**config.mk**
```make
export PLATFORM = sky130hd
export DESIGN_NAME = csr_regfile
export DESIGN_NICKNAME = d
export VERILOG_FILES = /design/src/rtl/csr_regfile.sv
export SDC_FILE = /design/constraint.sdc
export NUM_CORES = 1
export LEC_CHECK = 0
export CORE_ASPECT_RATIO = 1.25
export CORE_MARGIN = 2
export CORE_UTILIZATION = 45
export DETAILED_ROUTE_END_ITERATION = 7
export PLACE_DENSITY = 0.73
export SYNTH_ARGS = -nofsm -noshare
export SYNTH_HDL_FRONTEND = slang
export SYNTH_SLANG_ARGS = --single-unit
```
**constraint.sdc**
```tcl
create_clock -name clk_i -period 35.4 [get_ports clk_i]
set_input_delay 7.08 -clock clk_i [delete_from_list [all_inputs] [get_ports clk_i]]
set_output_delay 7.08 -clock clk_i [all_outputs]
set_load 0.01 [all_outputs]
```
**src/rtl/csr_regfile.sv**
```systemverilog
// rtl/csr_regfile.sv - machine-mode CSR storage, counters and trap/mret state
module csr_regfile #(
    parameter int                     DATA_WIDTH     = 32,
    parameter int                     CSR_ADDR_WIDTH = 12,
    parameter logic [DATA_WIDTH-1:0]  HART_ID        = '0,
    parameter logic [DATA_WIDTH-1:0]  MISA_VAL       = 32'h40000100
) (
    input  logic                      clk_i,
    input  logic                      rst_i,
    input  logic                      csr_re_i,
    input  logic [CSR_ADDR_WIDTH-1:0] csr_raddr_i,
    output logic [DATA_WIDTH-1:0]     csr_rdata_o,
    input  logic                      csr_we_i,
    input  logic [CSR_ADDR_WIDTH-1:0] csr_waddr_i,
    input  logic [DATA_WIDTH-1:0]     csr_wdata_i,
    input  logic                      instret_inc_i,
    input  logic                      trap_valid_i,
    input  logic [DATA_WIDTH-1:0]     trap_pc_i,
    input  logic [DATA_WIDTH-1:0]     trap_cause_i,
    input  logic [DATA_WIDTH-1:0]     trap_val_i,
    input  logic                      mret_i,
    input  logic                      timer_irq_i,
    output logic                      csr_illegal_o,
    output logic [DATA_WIDTH-1:0]     mtvec_o,
    output logic [DATA_WIDTH-1:0]     mepc_o,
    output logic                      mie_global_o
);

    localparam logic [CSR_ADDR_WIDTH-1:0] A_MSTATUS  = 'h300;
    localparam logic [CSR_ADDR_WIDTH-1:0] A_MISA     = 'h301;
    localparam logic [CSR_ADDR_WIDTH-1:0] A_MIE      = 'h304;
    localparam logic [CSR_ADDR_WIDTH-1:0] A_MTVEC    = 'h305;
    localparam logic [CSR_ADDR_WIDTH-1:0] A_MSCRATCH = 'h340;
    localparam logic [CSR_ADDR_WIDTH-1:0] A_MEPC     = 'h341;
    localparam logic [CSR_ADDR_WIDTH-1:0] A_MCAUSE   = 'h342;
    localparam logic [CSR_ADDR_WIDTH-1:0] A_MTVAL    = 'h343;
    localparam logic [CSR_ADDR_WIDTH-1:0] A_MIP      = 'h344;
    localparam logic [CSR_ADDR_WIDTH-1:0] A_MCYCLE   = 'hB00;
    localparam logic [CSR_ADDR_WIDTH-1:0] A_MCYCLEH  = 'hB80;
    localparam logic [CSR_ADDR_WIDTH-1:0] A_MINSTR   = 'hB02;
    localparam logic [CSR_ADDR_WIDTH-1:0] A_MINSTRH  = 'hB82;
    localparam logic [CSR_ADDR_WIDTH-1:0] A_CYCLE    = 'hC00;
    localparam logic [CSR_ADDR_WIDTH-1:0] A_CYCLEH   = 'hC80;
    localparam logic [CSR_ADDR_WIDTH-1:0] A_INSTR    = 'hC02;
    localparam logic [CSR_ADDR_WIDTH-1:0] A_INSTRH   = 'hC82;
    localparam logic [CSR_ADDR_WIDTH-1:0] A_MHARTID  = 'hF14;
    localparam logic [DATA_WIDTH-1:0]     MIE_MASK   = 32'h0000_0888;

    logic                      r_mstatus_mie;
    logic                      r_mstatus_mpie;
    logic [DATA_WIDTH-1:0]     r_mie;
    logic [DATA_WIDTH-1:0]     r_mtvec;
    logic [DATA_WIDTH-1:0]     r_mscratch;
    logic [DATA_WIDTH-1:0]     r_mepc;
    logic [DATA_WIDTH-1:0]     r_mcause;
    logic [DATA_WIDTH-1:0]     r_mtval;
    logic [2*DATA_WIDTH-1:0]   r_mcycle;
    logic [2*DATA_WIDTH-1:0]   r_minstret;

    logic [DATA_WIDTH-1:0]     w_mstatus;
    logic [DATA_WIDTH-1:0]     w_stored;
    logic                      w_mapped;
    logic [DATA_WIDTH-1:0]     w_wr_val;
    logic                      w_wr_ok;
    logic                      w_unused_pc;

    assign w_unused_pc = ^trap_pc_i[1:0];
    assign w_mstatus   = {19'b0, 2'b11, 3'b0, r_mstatus_mpie, 3'b0, r_mstatus_mie, 3'b0};

    // Stored view of the read address plus the mapped/unmapped decision.
    always_comb begin
        w_stored = '0;
        w_mapped = 1'b1;
        case (csr_raddr_i)
            A_MSTATUS:  w_stored = w_mstatus;
            A_MISA:     w_stored = MISA_VAL;
            A_MIE:      w_stored = r_mie;
            A_MTVEC:    w_stored = r_mtvec;
            A_MSCRATCH: w_stored = r_mscratch;
            A_MEPC:     w_stored = r_mepc;
            A_MCAUSE:   w_stored = r_mcause;
            A_MTVAL:    w_stored = r_mtval;
            A_MIP:      w_stored = {24'b0, timer_irq_i, 7'b0};
            A_MCYCLE,  A_CYCLE:  w_stored = r_mcycle[DATA_WIDTH-1:0];
            A_MCYCLEH, A_CYCLEH: w_stored = r_mcycle[2*DATA_WIDTH-1:DATA_WIDTH];
            A_MINSTR,  A_INSTR:  w_stored = r_minstret[DATA_WIDTH-1:0];
            A_MINSTRH, A_INSTRH: w_stored = r_minstret[2*DATA_WIDTH-1:DATA_WIDTH];
            A_MHARTID:  w_stored = HART_ID;
            default:    w_mapped = 1'b0;
        endcase
    end

    // Value the write address would read back after its field masks.
    always_comb begin
        w_wr_val = csr_wdata_i;
        w_wr_ok  = 1'b1;
        case (csr_waddr_i)
            A_MSTATUS: w_wr_val = {19'b0, 2'b11, 3'b0, csr_wdata_i[7], 3'b0, csr_wdata_i[3], 3'b0};
            A_MIE:     w_wr_val = csr_wdata_i & MIE_MASK;
            A_MTVEC, A_MEPC: w_wr_val = {csr_wdata_i[DATA_WIDTH-1:2], 2'b00};
            A_MSCRATCH, A_MCAUSE, A_MTVAL,
            A_MCYCLE, A_MCYCLEH, A_MINSTR, A_MINSTRH: w_wr_val = csr_wdata_i;
            default:   w_wr_ok = 1'b0;
        endcase
    end

    always_comb begin
        csr_rdata_o = w_stored;
        if (csr_we_i && w_wr_ok && (csr_waddr_i == csr_raddr_i)) begin
            csr_rdata_o = w_wr_val;
        end
    end

    assign csr_illegal_o = csr_re_i & (~w_mapped |
                           (csr_we_i & (csr_raddr_i == csr_waddr_i) & (csr_raddr_i[11:10] == 2'b11)));

    // Trap beats mret beats CSR write, decided separately for each register.
    always_ff @(posedge clk_i or posedge rst_i) begin
        if (rst_i) begin
            r_mstatus_mie  <= 1'b0;
            r_mstatus_mpie <= 1'b0;
            r_mie          <= '0;
            r_mtvec        <= '0;
            r_mscratch     <= '0;
            r_mepc         <= '0;
            r_mcause       <= '0;
            r_mtval        <= '0;
            r_mcycle       <= '0;
            r_minstret     <= '0;
        end else begin
            if (trap_valid_i) begin
                r_mstatus_mpie <= r_mstatus_mie;
                r_mstatus_mie  <= 1'b0;
            end else if (mret_i) begin
                r_mstatus_mie  <= r_mstatus_mpie;
                r_mstatus_mpie <= 1'b1;
            end else if (csr_we_i && csr_waddr_i == A_MSTATUS) begin
                r_mstatus_mie  <= csr_wdata_i[3];
                r_mstatus_mpie <= csr_wdata_i[7];
            end

            if (trap_valid_i) begin
                r_mepc   <= {trap_pc_i[DATA_WIDTH-1:2], 2'b00};
                r_mcause <= trap_cause_i;
                r_mtval  <= trap_val_i;
            end else if (csr_we_i) begin
                if (csr_waddr_i == A_MEPC)   r_mepc   <= w_wr_val;
                if (csr_waddr_i == A_MCAUSE) r_mcause <= csr_wdata_i;
                if (csr_waddr_i == A_MTVAL)  r_mtval  <= csr_wdata_i;
            end

            if (csr_we_i && csr_waddr_i == A_MIE)      r_mie      <= w_wr_val;
            if (csr_we_i && csr_waddr_i == A_MTVEC)    r_mtvec    <= w_wr_val;
            if (csr_we_i && csr_waddr_i == A_MSCRATCH) r_mscratch <= csr_wdata_i;

            if (csr_we_i && csr_waddr_i == A_MCYCLE)
                r_mcycle[DATA_WIDTH-1:0] <= csr_wdata_i;
            else if (csr_we_i && csr_waddr_i == A_MCYCLEH)
                r_mcycle[2*DATA_WIDTH-1:DATA_WIDTH] <= csr_wdata_i;
            else
                r_mcycle <= r_mcycle + 1'b1;

            if (csr_we_i && csr_waddr_i == A_MINSTR)
                r_minstret[DATA_WIDTH-1:0] <= csr_wdata_i;
            else if (csr_we_i && csr_waddr_i == A_MINSTRH)
                r_minstret[2*DATA_WIDTH-1:DATA_WIDTH] <= csr_wdata_i;
            else if (instret_inc_i)
                r_minstret <= r_minstret + 1'b1;
        end
    end

    assign mtvec_o      = r_mtvec;
    assign mepc_o       = r_mepc;
    assign mie_global_o = r_mstatus_mie;

endmodule

```
=== Yosys cells after proc, flatten, opt, wreduce, memory -nomap -nowiden ===
Cells that the tools add are included.

* Bitwise gates (word level): 6
* Equality and inequality tests: 34
* $add $sub $neg: 2
* Reduce and logical (&&, ||, !) cells: 29
* Muxes and demuxes: 27

{| class="wikitable"
|+ Operators by type and width
! cell !! count
|-
| 32-bit two-way mux || 16
|-
| 32-bit one-hot mux with 13 select lines || 1
|-
| 12-bit by 10-bit == test with 1-bit output, second input constant || 16
|-
| 12-bit == test, second input constant || 13
|-
| 64-bit by 1-bit adder with 64-bit output, second input constant || 2
|-
| 32-bit one-hot mux with 3 select lines || 1
|-
| 64-bit two-way mux || 1
|-
| 12-bit == test || 2
|-
| 18-bit OR reduction || 1
|-
| 2-bit nonzero test || 6
|-
| 11-bit OR reduction || 1
|-
| 1-bit logical AND || 10
|-
| 2-bit AND reduction || 5
|-
| 2-bit OR reduction || 5
|-
| 1-bit two-way mux || 8
|-
| 2-bit inequality test, second input constant || 2
|-
| 1-bit bitwise AND || 3
|-
| 3-bit nonzero test || 1
|-
| 2-bit == test, second input constant || 1
|-
| 1-bit inverter || 2
|-
| 1-bit OR || 1
|}

* Word-level logic and storage cells: 110
* Input bits: 160
* Flip-flop bits (word level): 322

=== Longest topological paths before layout ===
Gate-level depths: netlist (run 1).

* Depth in word-level cells: 6
* Depth in mapped cells: 10
* Mapped depth without buffers: 7

=== Worst setup path after synthesis (run 1) ===
OpenSTA, ideal clock, no wires.

* Kind: input to output
* From: input csr_raddr_i[7]
* To: output csr_rdata_o[13]
* Path slack: 19.264 ns
* Path buffers: 3
* Stages: 8
* Required time: 28.320 ns
* Arrival: 9.056 ns
* Cells stage by stage: clkbuf_1 -> xnor2_1 -> nand4_1 -> or4_1 -> a21o_1 -> buf_1 -> clkbuf_1 -> o21ai_0

* Word-level cells in the longest chain between the ends: 4

{| class="wikitable"
|+ RTL lines
! element !! line !! source
|-
| from (decl) || 11 || <nowiki>input logic [CSR_ADDR_WIDTH-1:0] csr_raddr_i,</nowiki>
|-
| 12-bit == test || 74 || <nowiki>case (csr_raddr_i)</nowiki>
|-
| 2-bit OR reduction || -- ||
|-
| 32-bit one-hot mux with 13 select lines || 74 ||
|-
| 32-bit two-way mux * || 109 || <nowiki>if (csr_we_i && w_wr_ok && (csr_waddr_i == csr_raddr_i)) begin</nowiki>
|-
| to (decl) || 12 || <nowiki>output logic [DATA_WIDTH-1:0] csr_rdata_o,</nowiki>
|}

Every way passes the cells marked *; elsewhere a longest branch is shown, timed or not.

=== Worst setup path in the final report (run 1) ===
* From: input csr_raddr_i[0]
* To: output csr_rdata_o[12]

Same word-level chain as after synthesis.

==> run summary, run 1 <==
The flow ran to the end, and the final reports show no timing, DRC or antenna violations. The logs give 0.0303 ns for the final setup skew and 2554 for the layout net count. Once the floorplan was initialized, standard cells occupied 45.5% of the core. The synthesized design contains 322 register bits. The worst pin sits at a relative slew slack of 4.67%. The worst register-to-register path has a setup slack of 32.04 ns. Setup repair after global routing left no endpoint under its margin. OpenSTA, run right after detailed placement, puts the worst setup slack at 17.22 ns. Async set-reset flop share out of synthesis: 100%. Portion of total power attributed to the clock network: 41.0%. The H-tree was split into 2 levels. The number of clock buffers added by TritonCTS is 37. The most used flip-flop cell after synthesis is sky130_fd_sc_hd__dfrtp_1. During synthesis, Yosys emitted a total of 0 warnings. The top-level I/O count was 258; the area of the die was 45000 µm². STA classifies the critical path startpoint as a primary input. After synthesis, the netlist uses 82 different library cells. The tools report the cell count after placement as 2918. The chip height was 237 µm; the maximum operating frequency was 54.1 MHz. The total routing usage reported by global routing is 35.9%, and the standard cell core area is 42900 µm². The power density normalized to cell area is 40.1 nW/µm², and the largest net degree at the start of global routing is 104.

The root buffer selected by CTS is sky130_fd_sc_hd__clkbuf_16. The run gives 0.998 as the final estimated routing congestion in global placement. When the netlist entered floorplanning its net count stood at 2387. The internal power is 0.671 mW, and the final non-filler cell total is 2989. TritonCTS built the clock tree. Of the cells placed in the final design, the portion with a size suffix greater than 1 is 9.67%. The part of the power in registers is 44.7%, and the switching power of the nets is 0.280 mW.

The synthesis-to-finish area growth works out to 21.9%. In this run the remaining antenna-violating nets after routing total 0. The post-route cell area came out at 23700 µm². The worst min-delay path class is reg2reg.

After layout, the worst path uses 52.2% of the clock period. The tools report the post-cts gate resize count as 0. After clock tree synthesis, the clock-pin slew on the worst setup and hold paths is 0.06 ns. The worst-case setup margin in the final layout is 16.91 ns.

VDD sags by at most 0.0343 mV. The number of pins with negative max-slew slack in the final report was 0. The HPWL after detailed placement is 57.7 mm.

The required time at the worst-slack endpoint is 28.32 ns, and the count of mapped cells out of synthesis is 2225. The floorplan has 85 rows. The final number of setup-violating endpoints is 0.

The worst path needs 18.49 ns of the cycle, external delays included. The tool flagged a number of max-cap violations equal to 0. The sequential-to-total area share from yosys stat was 41.4%; the total via count in the routed design was 19700.

The logs give 2458 for the violation count after the first detailed-route iteration and 11.41 ns for the arrival time of the worst setup path. Detailed-route DRC error count: 0. In this run the deepest clock path goes through 3 buffers. The critical path capture point type is an output port. In the final timing run, aggregate negative setup slack is 0 ns.

The number of failing hold endpoints at the final stage was 0; the number of antenna violations at the first check in global routing was 4. The placed instances occupy a cell area of 22500 µm². Net switching is 29.5% of the power.

The run gives 14.3% as the fraction of power consumed by combinational cells. The transition time at the pin with the least slew margin came out at 1.41 ns. The average instance area after synthesis came out at 8.76 µm². The worst setup path is of the in2out kind. In this run the cell area of the synthesized design comes to 19500 µm². The CTS sink count was 322; the number of enable flip-flop cells after synthesis was 0.

The hold-fix buffer count after cts is 0, and the number of vias per cell is 6.58. The first-pass detailed-route iteration total was 8; the peak fanout along the critical path was 34. For the via count of the first global-routing pass, the log shows 19000. For the clock latency reported for the late side of the worst-skew pair, the log shows 0.56 ns. The reported leakage power is 9.67 nW, and the routed wire length is 81.8 mm.

The final global-route overflow total was 0; the floorplan die width was 190 µm. In this run the post-CTS setup repair buffer count came out at 0. The run gives 3800 as the final-layout fill cell count.

Count of buffers from port buffering: 255. The first-pass GRT wire length is 121 mm, and the post-detailed-route wirelength per cell is 27.4 µm.
[layer usage]
| metal | up-vias | routed length (µm) | global-route usage (%) |
|---|---|---|---|
| li1 | 8461 | - | - |
| met1 | 9569 | 29900 | 45.1 |
| met2 | 1326 | 36500 | 55.6 |
| met3 | 321 | 9020 | 7.84 |
| met4 | 0 | 6370 | 23.5 |
| met5 | - | 0 | 0 |
[state kept, by name (all words and copies together), names as in the netlist, 32 cells and up]
register	flops
r_mscratch	32
r_mcause	32
r_mtval	32
mtvec_o	32
r_mie	32
mepc_o	32
r_minstret	64
r_mcycle	64
[kinds of logic (layout without fill, tap and decap cells)]
family	after synthesis	in the layout	share of synthesized area, %
simple gates	856	856	21.8
compound gates	570	570	17.8
flops	322	322	41.4
mux	210	210	12.0
buf+inv	197	393	3.90
xor+xnor	67	67	3.01
fa+ha+maj	3	3	0.180
other cells	0	3	0
[cell usage after synthesis, types with 16 or more instances]
master,n,area share (%)
sky130_fd_sc_hd__nor4_1,28,0.90
sky130_fd_sc_hd__and3_1,29,0.93
sky130_fd_sc_hd__clkbuf_1,147,2.8
sky130_fd_sc_hd__buf_2,16,0.41
sky130_fd_sc_hd__a22oi_1,43,1.7
sky130_fd_sc_hd__mux2i_1,139,7.1
sky130_fd_sc_hd__nand2_1,312,6.0
sky130_fd_sc_hd__mux2_2,58,3.4
sky130_fd_sc_hd__nor3_1,55,1.4
sky130_fd_sc_hd__o2bb2ai_1,18,0.81
sky130_fd_sc_hd__or3_1,24,0.77
sky130_fd_sc_hd__xnor2_1,49,2.2
sky130_fd_sc_hd__o21ai_0,240,6.2
sky130_fd_sc_hd__nor2_1,146,2.8
sky130_fd_sc_hd__inv_1,21,0.40
sky130_fd_sc_hd__nand4_1,46,1.5
sky130_fd_sc_hd__a21oi_1,113,2.9
sky130_fd_sc_hd__o22ai_1,36,1.2
sky130_fd_sc_hd__nand3_1,92,2.4
sky130_fd_sc_hd__nor2b_1,34,1.1
sky130_fd_sc_hd__xor2_1,18,0.81
sky130_fd_sc_hd__dfrtp_1,322,41
[final timing paths]
kind                                start               to  cells after the start
min reg2reg                     r_mie[25]        r_mie[25]                      1
min                             r_mie[25]        r_mie[25]                      1
max                        csr_raddr_i[0]  csr_rdata_o[12]                      9
max reg2reg                   r_mcycle[2]     r_mcycle[55]                      6
max in group asynchronous           rst_i     r_mcause[21]                      3
min in group asynchronous           rst_i    r_minstret[0]                      2
[layout by cell type (no fill, tap or decap), types with 8 or more instances in the layout]
cell type / netlist / routed
sky130_fd_sc_hd__mux2_2: 58 / 58
sky130_fd_sc_hd__inv_1: 21 / 20
sky130_fd_sc_hd__nand4_1: 46 / 46
sky130_fd_sc_hd__clkdlybuf4s50_1: 0 / 251
sky130_fd_sc_hd__or3_1: 24 / 24
sky130_fd_sc_hd__a21o_1: 11 / 10
sky130_fd_sc_hd__o2bb2ai_1: 18 / 18
sky130_fd_sc_hd__o22ai_1: 36 / 36
sky130_fd_sc_hd__a211oi_1: 12 / 11
sky130_fd_sc_hd__a21oi_1: 113 / 113
sky130_fd_sc_hd__buf_4: 0 / 50
sky130_fd_sc_hd__and2_1: 13 / 13
sky130_fd_sc_hd__xor2_1: 18 / 18
sky130_fd_sc_hd__o21ai_0: 240 / 239
sky130_fd_sc_hd__a22oi_1: 43 / 43
sky130_fd_sc_hd__a31oi_1: 9 / 9
sky130_fd_sc_hd__nor2b_1: 34 / 33
sky130_fd_sc_hd__o211ai_1: 9 / 9
sky130_fd_sc_hd__xnor2_1: 49 / 49
sky130_fd_sc_hd__and4_1: 15 / 15
sky130_fd_sc_hd__dfrtp_1: 322 / 322
sky130_fd_sc_hd__mux4_2: 13 / 13
sky130_fd_sc_hd__mux2i_1: 139 / 139
sky130_fd_sc_hd__and3_1: 29 / 29
sky130_fd_sc_hd__or4_1: 9 / 9
sky130_fd_sc_hd__nor3_1: 55 / 54
sky130_fd_sc_hd__clkbuf_16: 0 / 37
sky130_fd_sc_hd__nand3_1: 92 / 88
sky130_fd_sc_hd__clkbuf_8: 0 / 13
sky130_fd_sc_hd__nand2_1: 312 / 312
sky130_fd_sc_hd__nor4_1: 28 / 27
sky130_fd_sc_hd__nor2_1: 146 / 141
sky130_fd_sc_hd__a311oi_1: 8 / 8
sky130_fd_sc_hd__a22o_1: 12 / 12
[through the flow]
step | utilization (%) | power, mW | hold slack (ns)
2_1_floorplan | - | 0.493 | 0.446
3_3_place_gp | 52.5 | 0.559 | 0.458
3_5_place_dp | 52.5 | 0.563 | 0.471
4_1_cts | 55.4 | 0.948 | 0.484
5_1_grt | 55.4 | 0.980 | 0.516
6_report | 55.4 | 0.952 | 0.505
[area by class of cell]
| type | instances | area (µm²) | area share (%) |
|---|---|---|---|
| diodes | 3 | 7.51 | 0.0316 |
| flip-flops and latches | 322 | 8060 | 33.9 |
| multi-input cells | 1706 | 10800 | 45.3 |
| inverters | 21 | 86.3 | 0.364 |
| clock inverters | 13 | 101 | 0.427 |
| well taps | 565 | 707 | 2.98 |
| repair buffers | 304 | 2910 | 12.3 |
| clock buffers | 55 | 1120 | 4.73 |
[power by group through the flow]
stage                     clock, mW  combinational, mW  sequential (mW)
after floorplan                   0             0.0727            0.420
after global placement            0              0.131            0.429
after detailed placement          0              0.133            0.430
after CTS                     0.391              0.134            0.424
after global routing          0.406              0.146            0.428
final                         0.390              0.136            0.425
[critical path: stages]
cell and delay (ns):
sky130_fd_sc_hd__buf_2 0.49, sky130_fd_sc_hd__buf_4 0.57, sky130_fd_sc_hd__nor2b_1 0.76, sky130_fd_sc_hd__nor3b_1 0.42
sky130_fd_sc_hd__a21oi_1 0.08, sky130_fd_sc_hd__o22ai_1 0.43, sky130_fd_sc_hd__nand2_1 0.43, sky130_fd_sc_hd__o22ai_1 0.47
sky130_fd_sc_hd__clkdlybuf4s50_1 0.64
No activity file was read; power rests on OpenSTA's default activity.
==> inputs of run 2 (changes only) <==
PLACE_DENSITY = 0.76   (was 0.73)
clock period = 15.4 ns   (was 35.4 ns; I/O delays follow)
==> run 2 against run 1 <==
Compared with the run above:
- clock power increased by 140%
- combinational power is 130% higher
- die area stayed put
- via count is 1.3% lower
- final area is essentially flat
- total power grew 140%
- routed wire length is 0.62% lower
- clock-buffer cell count down 7
- first-iteration DRC count increased by 8.5%
- critical path type unchanged
==> run summary, run 2 (synthesis results as in run 1) <==
The tools report the final non-filler cell total as 2982 (was 2989). For the number of antenna violations at the first check in global routing, the log shows 2 (was 4). The synthesis-to-finish area growth was 22.0% (was 21.9%). The cell count along the critical path was 8 (was 9); the detailed-route DRC error count was 0 (unchanged).

The tools report the startpoint type of the worst setup path as a primary input (unchanged). Storage element area: 8060 µm² (unchanged). Static timing analysis puts the maximum clock frequency at 96.0 MHz.

The logs give 45000 µm² (unchanged) for the area of the die and 0 (unchanged) for the final number of setup-violating endpoints. The final-layout fill cell count came out at 3814 (was 3800). The number of vias per cell is 6.51 (was 6.58), and the delay of the slowest cell on the worst path is 1.00 ns (was 0.76 ns). The reported leakage power came out at 9.68 nW (was 9.67 nW). The run gives 0 (unchanged) as the number of setup buffers added after CTS. Count of buffers from port buffering: 255 (unchanged). The CTS sink count was 322 (unchanged); the chip height was 237 µm (unchanged).

The slowest stage cell on the critical path was sky130_fd_sc_hd__a211oi_1 (was sky130_fd_sc_hd__nor2b_1). The type of the worst setup path was in2out (unchanged). The tools report the via count of the first global-routing pass as 18800 (was 19000).

Top Registers: r_mcycle x64, r_minstret x64 (unchanged). The run finished with clean final reports. The cell count after placement is 2915 (was 2918).

For the worst slew margin relative to its limit, the log shows 11.4% (was 4.67%). The number of pins with negative max-slew slack in the final report is 0 (unchanged), and the area of the multi-input gates is 10800 µm² (about the same). The logs give 0 (unchanged) for the residual antenna-violating net count after detailed routing and 258 (unchanged) for the top-level I/O count. The hold-fix buffer count after cts came out at 0 (unchanged). The number of buffers and inverters on the critical path came out at 2 (was 3). Final setup skew: 0.0178 ns (was 0.0303 ns). The power density normalized to cell area is 94.3 nW/µm² (was 40.1 nW/µm²), and the HPWL after detailed placement is 56.8 mm (was 57.7 mm). The run gives 0 ns (unchanged) as the sum of negative setup slack. Worst min-delay path class: reg2reg (unchanged). The startpoint of the tightest hold check path was r_mscratch[27] (was r_mie[25]). The largest voltage drop on the vdd net is 0.0719 mV (was 0.0343 mV).

The max capacitance violation total came out at 0 (unchanged). The cell occurring most often along the worst timing path was sky130_fd_sc_hd__clkdlybuf4s50_1 (was sky130_fd_sc_hd__o22ai_1). Layout net count: 2550 (was 2554).

The clock latency reported for the late side of the worst-skew pair is 0.55 ns (was 0.56 ns). TritonCTS built the clock tree. For the floorplan row count, the log shows 85 (unchanged).

Setup repair after global routing left no endpoint under its margin. Number of buffers inserted during clock tree synthesis: 36 (was 37). The worst setup slack for register-to-register paths was 12.18 ns (was 32.04 ns). The tools report the startpoint of the worst-slack reg-to-reg timing path as r_mcycle[1] (was r_mcycle[2]). Total via count in the routed design: 19400 (was 19700). Final estimated routing congestion in global placement: 0.988 (was 0.998). Commonest non-fill, non-tap cell in the layout: sky130_fd_sc_hd__dfrtp_1 (unchanged).

The maximum clock insertion buffer count is 3 (unchanged), and the number of cells traversed by the worst hold path is 1 (unchanged). For the final global-route overflow total, the log shows 0 (unchanged). The ratio of cells with drive above 1 in the final layout is 9.52% (was 9.67%), and the required time at the worst-slack endpoint is 12.32 ns (was 28.32 ns). Root buffer selected by CTS: sky130_fd_sc_hd__clkbuf_16 (unchanged). List of cells traversed by the critical path: clkdlybuf4s50_1 > or3b_2 > a211oi_1 > a21oi_1 > o22ai_1 > nand2_1 > o2bb2ai_1 > clkdlybuf4s50_1 (was buf_2 > buf_4 > nor2b_1 > nor3b_1 > a21oi_1 > o22ai_1 > nand2_1 > o22ai_1 > clkdlybuf4s50_1). First-pass GRT wire length: 121 mm (about the same). Floorplan die width: 190 µm (unchanged). The total number of H-tree levels came out at 2 (unchanged).

For the starting density of the core, the log shows 45.5% (unchanged). The run gives 6 (was 8) as the first-pass detailed-route iteration total. For the arrival time of the worst setup path, the log shows 7.33 ns (was 11.41 ns). Number of cells traversed by the worst register-to-register path: 7 (was 6).

Endpoint of the lowest-slack register-to-register path: r_mcycle[58] (was r_mcycle[55]). The sink of the worst hold path was r_mscratch[27] (was r_mie[25]). For the finished layout, the period the worst path requires is 10.41 ns. The transition time at the pin with the least slew margin was 1.32 ns (was 1.41 ns); the routed wire length was 81.3 mm (was 81.8 mm).

The top cell family by delay on the critical path is compound AO/OA/AOI/OAI gates (was buffers and inverters). The clock slew at the register clock pins of the worst setup and hold paths was 0.06 ns (about the same). The tools report the standard cell core area as 42900 µm² (unchanged).

Critical path capture point type: an output port (unchanged). The number of failing hold endpoints at the final stage was 0 (unchanged). The peak fanout along the critical path was 7 (was 34); the post-cts gate resize count was 0 (unchanged).

The share of the clock period used by the worst path is 67.6%, and the total routing usage reported by global routing is 35.9% (about the same). The run gives 117 (was 104) as the largest net degree at the start of global routing. The post-detailed-route wirelength per cell was 27.3 µm (was 27.4 µm).

Leading cell types in the layout, fill and taps excluded: sky130_fd_sc_hd__dfrtp_1, sky130_fd_sc_hd__nand2_1, sky130_fd_sc_hd__clkdlybuf4s50_1, sky130_fd_sc_hd__o21ai_0, sky130_fd_sc_hd__nor2_1 (unchanged). For the violation count after the first detailed-route iteration, the log shows 2667 (was 2458).
==> run 2: cell types whose count changed in the layout (fill, tap and decap cells not counted), sizes merged <==
cell / before / now
clkinv: 9 / 8
buf: 53 / 50
bufinv: 0 / 5
clkbuf: 55 / 48
diode: 3 / 2
==> run 2: how the worst max path moves through the flow <==
| stage | start | endpoint | slack, ns |
|---|---|---|---|
| 2_1_floorplan | rst_i | mepc_o[0] | 3.41 |
| 3_3_place_gp | csr_raddr_i[10] | csr_rdata_o[12] | 5.25 |
| 3_5_place_dp | csr_raddr_i[10] | csr_rdata_o[0] | 5.23 |
| 4_1_cts | csr_raddr_i[10] | csr_rdata_o[0] | 5.18 |
| 5_1_grt | csr_raddr_i[10] | csr_rdata_o[0] | 5.03 |
| 6_report | csr_raddr_i[10] | csr_rdata_o[0] | 4.99 |
==> run 2: metrics by stage <==
step	instance area (µm²)	hold slack [ns]	power, mW	worst slack, ns	util (%)
after global routing	23800	0.513	2.31	5.03	55.4
after global placement	22500	0.459	1.29	5.25	52.5
final	23800	0.503	2.24	4.99	55.4
after CTS	23800	0.499	2.23	5.18	55.4
after detailed placement	22500	0.472	1.30	5.23	52.5
after floorplan	19500	0.446	1.13	3.41	-
==> run 2: report_power, final <==
part / internal (mW) / switching (mW)
combinational: 0.131 / 0.181
clock: 0.560 / 0.385
sequential: 0.901 / 0.0820
==> run 2: cell type report <==
| type | count | area share (%) |
|---|---|---|
| inverters | 21 | 0.363 |
| diodes | 2 | 0.0211 |
| flip-flops and latches | 322 | 33.9 |
| clock buffers | 48 | 4.36 |
| repair buffers | 301 | 12.1 |
| clock inverters | 17 | 0.953 |
| multi-input cells | 1706 | 45.3 |
| well taps | 565 | 2.97 |
==> run 2: per-layer routing <==
metal | vias to the layer above | GRT usage (%) | routed length [µm]
li1 | 8439 | - | -
met1 | 9415 | 46.4 | 30800
met2 | 1254 | 55.0 | 36100
met3 | 305 | 6.42 | 7890
met4 | 0 | 23.8 | 6530
met5 | - | 0 | 0
